**src/rtl/interval_timer.sv**
```systemverilog
// Interval timer: prescaled tick counter with a programmable target, in one-shot or
// auto-reload mode. Raises a one-cycle done pulse when the count reaches the target.
module interval_timer #(
   parameter int CLK_HZ  = 50_000_000,
   parameter int TICK_HZ = 2000,
   parameter int WIDTH   = 12
) (
   input  logic             clk_50M,
   input  logic             i_Reset,
   input  logic             i_Start,
   input  logic             i_Stop,
   input  logic             i_Pause,
   input  logic             i_Clear,
   input  logic             i_Periodic,
   input  logic [WIDTH-1:0] i_Target,
   output logic [WIDTH-1:0] o_Count,
   output logic             o_Busy,
   output logic             o_Tick,
   output logic             o_Done
);

   localparam int PRESC = CLK_HZ / TICK_HZ;
   localparam int PW    = (PRESC > 1) ? $clog2(PRESC) : 1;
   localparam logic [PW-1:0] PRESC_LAST = PW'(PRESC - 1);

   generate
      if (PRESC < 1 || (CLK_HZ % TICK_HZ) != 0) begin : g_bad_presc
         $error("interval_timer: CLK_HZ/TICK_HZ must be an integer >= 1");
      end
   endgenerate

   typedef enum logic [1:0] {ST_IDLE, ST_RUN, ST_PAUSED} state_t;

   state_t           state_reg, state_next;
   logic [PW-1:0]    presc_reg, presc_next;
   logic [WIDTH-1:0] count_reg, count_next;
   logic [WIDTH-1:0] target_reg, target_next;
   logic             periodic_reg, periodic_next;
   logic             wrap_reg, wrap_next;
   logic             tick_reg, tick_next;
   logic             done_reg, done_next;
   logic             busy_reg;
   logic [WIDTH-1:0] base_count;
   logic [WIDTH-1:0] inc_count;

   always_ff @(posedge clk_50M) begin
      if (i_Reset) begin
         state_reg    <= ST_IDLE;
         presc_reg    <= '0;
         count_reg    <= '0;
         target_reg   <= '0;
         periodic_reg <= 1'b0;
         wrap_reg     <= 1'b0;
         tick_reg     <= 1'b0;
         done_reg     <= 1'b0;
         busy_reg     <= 1'b0;
      end else begin
         state_reg    <= state_next;
         presc_reg    <= presc_next;
         count_reg    <= count_next;
         target_reg   <= target_next;
         periodic_reg <= periodic_next;
         wrap_reg     <= wrap_next;
         tick_reg     <= tick_next;
         done_reg     <= done_next;
         busy_reg     <= (state_next != ST_IDLE);
      end
   end

   always_comb begin
      state_next    = state_reg;
      presc_next    = presc_reg;
      count_next    = count_reg;
      target_next   = target_reg;
      periodic_next = periodic_reg;
      wrap_next     = wrap_reg;
      tick_next     = 1'b0;
      done_next     = 1'b0;
      // In periodic mode the count shows the target for the done cycle, then restarts at 0.
      base_count    = wrap_reg ? '0 : count_reg;
      inc_count     = base_count + WIDTH'(1);

      if (i_Start) begin
         state_next    = ST_RUN;
         presc_next    = '0;
         count_next    = '0;
         wrap_next     = 1'b0;
         target_next   = i_Target;
         periodic_next = i_Periodic;
      end else if (i_Stop && state_reg != ST_IDLE) begin
         state_next = ST_IDLE;
         presc_next = '0;
         wrap_next  = 1'b0;
      end else if (i_Clear) begin
         presc_next = '0;
         count_next = '0;
         wrap_next  = 1'b0;
      end else if (state_reg != ST_IDLE) begin
         if (i_Pause) begin
            state_next = ST_PAUSED;
         end else if (target_reg == '0) begin
            // A zero target finishes immediately in either mode rather than free-running.
            state_next = ST_IDLE;
            presc_next = '0;
            done_next  = 1'b1;
         end else begin
            state_next = ST_RUN;
            wrap_next  = 1'b0;
            if (presc_reg == PRESC_LAST) begin
               presc_next = '0;
               count_next = inc_count;
               tick_next  = 1'b1;
               if (inc_count == target_reg) begin
                  done_next = 1'b1;
                  if (periodic_reg) begin
                     wrap_next = 1'b1;
                  end else begin
                     state_next = ST_IDLE;
                  end
               end
            end else begin
               presc_next = presc_reg + PW'(1);
               count_next = base_count;
            end
         end
      end
   end

   assign o_Count = count_reg;
   assign o_Busy  = busy_reg;
   assign o_Tick  = tick_reg;
   assign o_Done  = done_reg;

endmodule
```
**config.mk**
```make
export PLATFORM = sky130hd
export DESIGN_NAME = interval_timer
export DESIGN_NICKNAME = d
export VERILOG_FILES = /design/src/rtl/interval_timer.sv
export SDC_FILE = /design/constraint.sdc
export NUM_CORES = 1
export LEC_CHECK = 0
export ABC_AREA = 1
export CORE_UTILIZATION = 58
export CTS_BUF_LIST = sky130_fd_sc_hd__clkbuf_8
export CTS_CLUSTER_SIZE = 14
export DETAILED_ROUTE_END_ITERATION = 10
export MAX_ROUTING_LAYER = met4
export PLACE_DENSITY = 0.9
export SYNTH_ARGS = -nofsm -noshare
export SYNTH_HDL_FRONTEND = slang
export SYNTH_SLANG_ARGS = --single-unit
```
**constraint.sdc**
```tcl
create_clock -name clk_50M -period 2.8 [get_ports clk_50M]
set_clock_uncertainty 0.1 [all_clocks]
set_input_delay 0.84 -clock clk_50M [delete_from_list [all_inputs] [get_ports clk_50M]]
set_output_delay 0.84 -clock clk_50M [all_outputs]
set_load 0.01 [all_outputs]
```
# After elaboration in Yosys (flattened, before gate mapping)
# Index checks and enable logic that the tools add are counted.
# word_totals
ff_bits,46
latchBits,0
mem_bits_rw,0
romBits,0
input_bits,19
output_inout_bits,15
word_cells,55
memories,0
# op_classes
add_sub_neg,2
mul,0
div_mod_pow,0
order_cmp,0
n_eq_ne,4
shifts,0
muxes,24
n_bitwise,4
n_reduce_logical,12
# op_table
op,count
$mux 12,6
$mux 15,2
$add 15x1->15 const B,1
$eq 15x15->1 const B,1
$add 12x1->12 const B,1
$eq 12x12->1,1
$logic_not 12->1,1
$mux 1,11
$mux 2,5
$reduce_or 7->1,1
$reduce_bool 2->1,3
$reduce_or 6->1,1
$not 1->1,4
$reduce_and 4->1,1
$reduce_or 4->1,1
$reduce_and 3->1,1
$ne 2x1->1 const B,1
$ne 2x2->1 const B,1
$reduce_and 2->1,1
$reduce_or 2->1,1
$logic_and 1x1->1,1

# Depth between registers and ports, before layout
# logic_depth
word_depth,12
mapped_depth,20
mapped_depth_nobuf,19

# Least setup slack after synthesis
# OpenSTA, ideal clock, no wires.
# synth_path
kind,flip-flop to flip-flop
start,register wrap_reg
end,register busy_reg (netlist: o_Busy)
setup_ns,0.114
arrival_ns,1.911
t_required_ns,2.586
path_slack_ns,0.675
stages_incl_launch_ff,17
path_buffers,1
synth_period_minus_slack_ns,2.125
path_cell_list,dfxtp_1 -> inv_2 -> buf_12 -> nand2_2 -> inv_2 -> ha_1 -> xor2_1 -> a21oi_1 -> nand3_1 -> nor2_1 -> nand3_1 -> nor2_2 -> nand3_1 -> nand2_1 -> nand2_1 -> nand2_1 -> nand2_1
# synth_between
elab_chain_len,12
# synth_lines
item,line_no,text
start: declaration,39,"logic wrap_reg, wrap_next;"
start signal: assignment,63,wrap_reg <= wrap_next;
$mux 12,80,base_count = wrap_reg ? '0 : count_reg;
$add 12x1->12,81,inc_count = base_count + WIDTH'(1);
$eq 12x12->1,113,if (inc_count == target_reg) begin
$mux 1,113,
$mux 1,109,if (presc_reg == PRESC_LAST) begin
$mux 1,101,end else if (target_reg == '0) begin
$mux 2,99,if (i_Pause) begin
$mux 2,98,end else if (state_reg != ST_IDLE) begin
$mux 2,94,end else if (i_Clear) begin
$mux 2,90,end else if (i_Stop && state_reg != ST_IDLE) begin
$mux 2,83,if (i_Start) begin
$reduce_bool 2->1,66,busy_reg <= (state_next != ST_IDLE);
end signal: assignment,66,
end: declaration,42,logic busy_reg;
# No other way between the ends.
# A chain may end at the register's enable or synchronous reset.

# Final worst setup path
# layout_path
start,register presc_reg[0]
end,register presc_reg[12]
# layout_between
elab_chain_len,3
word_cells_on_any_way,4
classes_between,add/sub: 1; eq/ne: 1; mux: 2
# layout_lines
item,line_no,text
start: declaration,35,"logic [PW-1:0] presc_reg, presc_next;"
start signal: assignment,59,presc_reg <= presc_next;
$add 15x1->15 / $eq 15x15->1 (equally long branches),"122, 109",
$mux 15 *,109,
$mux 15 *,101,
# Every way passes the cells marked *; elsewhere a longest branch is shown, timed or not.

==> impl_metrics.ini <==
[critical_path]
cp.arrival_ns = 2.46
cp_max_fo = 10
crit_chain = ha_1 > nand2_1 > inv_2 > nand3_1 > nor2_1 > nand3_1 > nand2_1 > inv_2 > o21ai_0 > inv_1 > a22oi_1 > nor2_1
cp.required_ns = 2.89
slowest_delay_ns = 0.38
cp_slowest_cell = dfxtp_1
endpoint_kind = flip-flop
path_class = reg -> reg
setup.worst_path.start_class = flip-flop

[sta]
min_period_ns = 2.37
fmax_mhz = 421
setup_viol = 0
rsz0062_at_grt = no
slew_headroom_pct = 54.4
fin_ws_ns = 0.427
finalMaxSlewViolations = 0
hold_violations = 0
worst_pin_slew_ns = 0.684
tns_ns = 0
period_share_pct = 84.7

[floorplanning]
die_width_um = 71.3
die_area_um2 = 5080
core-area_um2 = 4470
start_util_pct = 62.2
die_y_um = 71.3
io_pins = 34
rows = 24

[clock_network]
clk_latency_ns = 0.31
clock_path_buffers = 2
clk_pin_slew_ns = 0.09
clock_sinks = 46
ctsResizeCount = 0
cts_tree = done
htreeDepth = 2
ctsRootBufferMaster = clkbuf_8
hold_buffers = 0
cts_buffers = 5
cts_setup_buffers = 0

[global_route]
grt_usage_pct = 31.0
grt_pass1_vias = 2717
antenna_found_initial = 0
grt_max_degree = 27
grt_first_pass_wirelength_mm = 12.0
overflow = 0

[routing]
via_per_inst = 5.90
wl_per_cell_um = 14.2
ant_nets = 0
route.detailed.drc = 0
drt_wl_total_mm = 7.37
num_vias = 3063
dr.first_iter.drc_count = 212
first_pass_iters = 6

[finish]
syn_to_final_growth_pct = 18.5
layout-drive-gt1-share_pct = 10.1
n_antenna_cell = 0
num-fill-cells = 387
nets = 487
largest_register_ffs = 15

[logic_synthesis]
syn-num-nets = 448
ys_seq_area_share_pct = 33.1
synth_cell_types = 35
synthesis.area_um2 = 2780
avgSynthCellArea_um2 = 6.52
ys_seq_elements = 46
syn_inst = 427
yosysWarnings = 0

[status]
outcome = completed

[job]
drv_cap = 0

[placement]
dp_hpwl_mm = 5.59
port_buffers = 33
place.gp.congestion = 1.03
dp_slack_ns = 0.150

[pwr]
power_density_nw_per_um2 = 409
ir_drop_mv = 0.269
leakage_nw = 1.28

[min_path]
hold_class = reg -> reg
cells in the final DEF (no fill, tap or decap), types with 2 or more instances in the layout:
master and instances:
a211oi_1 2, a21oi_1 47, a221oi_1 2, a31oi_1 3, buf_4 8, clkbuf_8 5
clkdlybuf4s50_1 33, dfxtp_1 46, ha_1 2, inv_1 54, inv_2 7, nand2_1 94
nand2_2 4, nand3_1 38, nand3_2 3, nand3_4 2, nand4_1 9, nor2_1 35
nor2_2 5, nor2_4 5, nor3_1 5, nor3_2 3, nor4_1 4, o211ai_1 4
o21ai_0 33, xor2_1 3
per-layer routing:
layer  share of wire [%]  vias up  GRT usage (%)
met3                 8.4       38           6.47
met1                  43     1370           39.0
met2                  44      160           47.7
met4                 3.9        0           14.9
met5                   0        -              -
li1                    -     1495              -
through the flow:
step	cells	hold slack (ns)	utilization (%)	power, W	area, µm²
after floorplan	427	0.349	-	0.000784	2780
after global placement	511	0.360	71.2	0.000844	3190
after detailed placement	511	0.374	71.2	0.000849	3190
after CTS	519	0.386	73.7	0.00135	3300
after global routing	519	0.417	73.7	0.00139	3300
final	519	0.385	73.7	0.00135	3300
worst max-delay path: cells and delay by family (launching register included):
kind | cells | cell delay [ns]
flops | 1 | 0.38
compound gates | 2 | 0.27
buf+inv | 3 | 0.31
fa+ha+maj | 1 | 0.20
simple gates | 6 | 1.00
synth_stat cells:
| library cell | count | area [µm²] |
|---|---|---|
| a211oi_1 | 2 | 15.0 |
| a21oi_1 | 47 | 235 |
| a221oi_1 | 2 | 17.5 |
| a22oi_1 | 1 | 7.51 |
| a31oi_1 | 3 | 18.8 |
| and2_1 | 1 | 6.26 |
| and3_1 | 1 | 6.26 |
| buf_1 | 2 | 7.51 |
| buf_12 | 1 | 20.0 |
| buf_2 | 2 | 10.0 |
| clkbuf_1 | 4 | 15.0 |
| dfxtp_1 | 46 | 921 |
| ha_1 | 2 | 25.0 |
| inv_1 | 54 | 203 |
| inv_2 | 7 | 26.3 |
| nand2_1 | 94 | 353 |
| nand2_2 | 4 | 25.0 |
| nand2_4 | 1 | 11.3 |
| nand3_1 | 38 | 190 |
| nand3_2 | 3 | 30.0 |
| nand3_4 | 2 | 35.0 |
| nand4_1 | 9 | 56.3 |
| nor2_1 | 35 | 131 |
| nor2_2 | 5 | 31.3 |
| nor2_4 | 5 | 56.3 |
| nor3_1 | 5 | 25.0 |
| nor3_2 | 3 | 30.0 |
| nor4_1 | 4 | 25.0 |
| o211ai_1 | 4 | 30.0 |
| o21a_1 | 1 | 7.51 |
| o21ai_0 | 33 | 165 |
| o21ai_1 | 1 | 5.00 |
| o21ai_2 | 1 | 8.76 |
| o21bai_1 | 1 | 7.51 |
| xor2_1 | 3 | 26.3 |
layout make-up:
type / instances / area, µm² / share of cell area, %
Clock buffer: 5 / 68.8 / 2.09
Inverter: 61 / 229 / 6.94
Clock inverter: 3 / 43.8 / 1.33
Tap cell: 52 / 65.1 / 1.97
Sequential cell: 46 / 921 / 27.9
Timing Repair Buffer: 41 / 390 / 11.8
Multi-Input combinational cell: 311 / 1580 / 47.9
path summary, 6_finish.rpt:
kind	startpoint	endpoint	slack (ns)	cells past startpoint
worst max-delay path	presc_reg[0]	presc_reg[12]	0.43	12
worst min-delay path	periodic_reg	periodic_reg	0.39	2
worst max register to register	presc_reg[0]	presc_reg[12]	0.43	12
worst min register to register	periodic_reg	periodic_reg	0.39	2
where the power goes:
group          total, W  internal (W)  switching, W
Clock          0.000511      0.000268      0.000243
Sequential     0.000682      0.000671     0.0000103
Combinational  0.000155     0.0000622     0.0000933
logic make-up (layout without fill, tap and decap cells):
kind of cell | count (synthesis) | count (layout) | synth area share, %
AO/OA/AOI/OAI | 96 | 96 | 18.6
XOR/XNOR | 3 | 3 | 0.944
adder cells (fa/ha/maj) | 2 | 2 | 0.899
buffers and inverters | 70 | 110 | 10.1
flip-flops | 46 | 46 | 33.1
AND/OR/NAND/NOR | 210 | 210 | 36.4
Note: power is estimated with default switching activity, not from simulation.
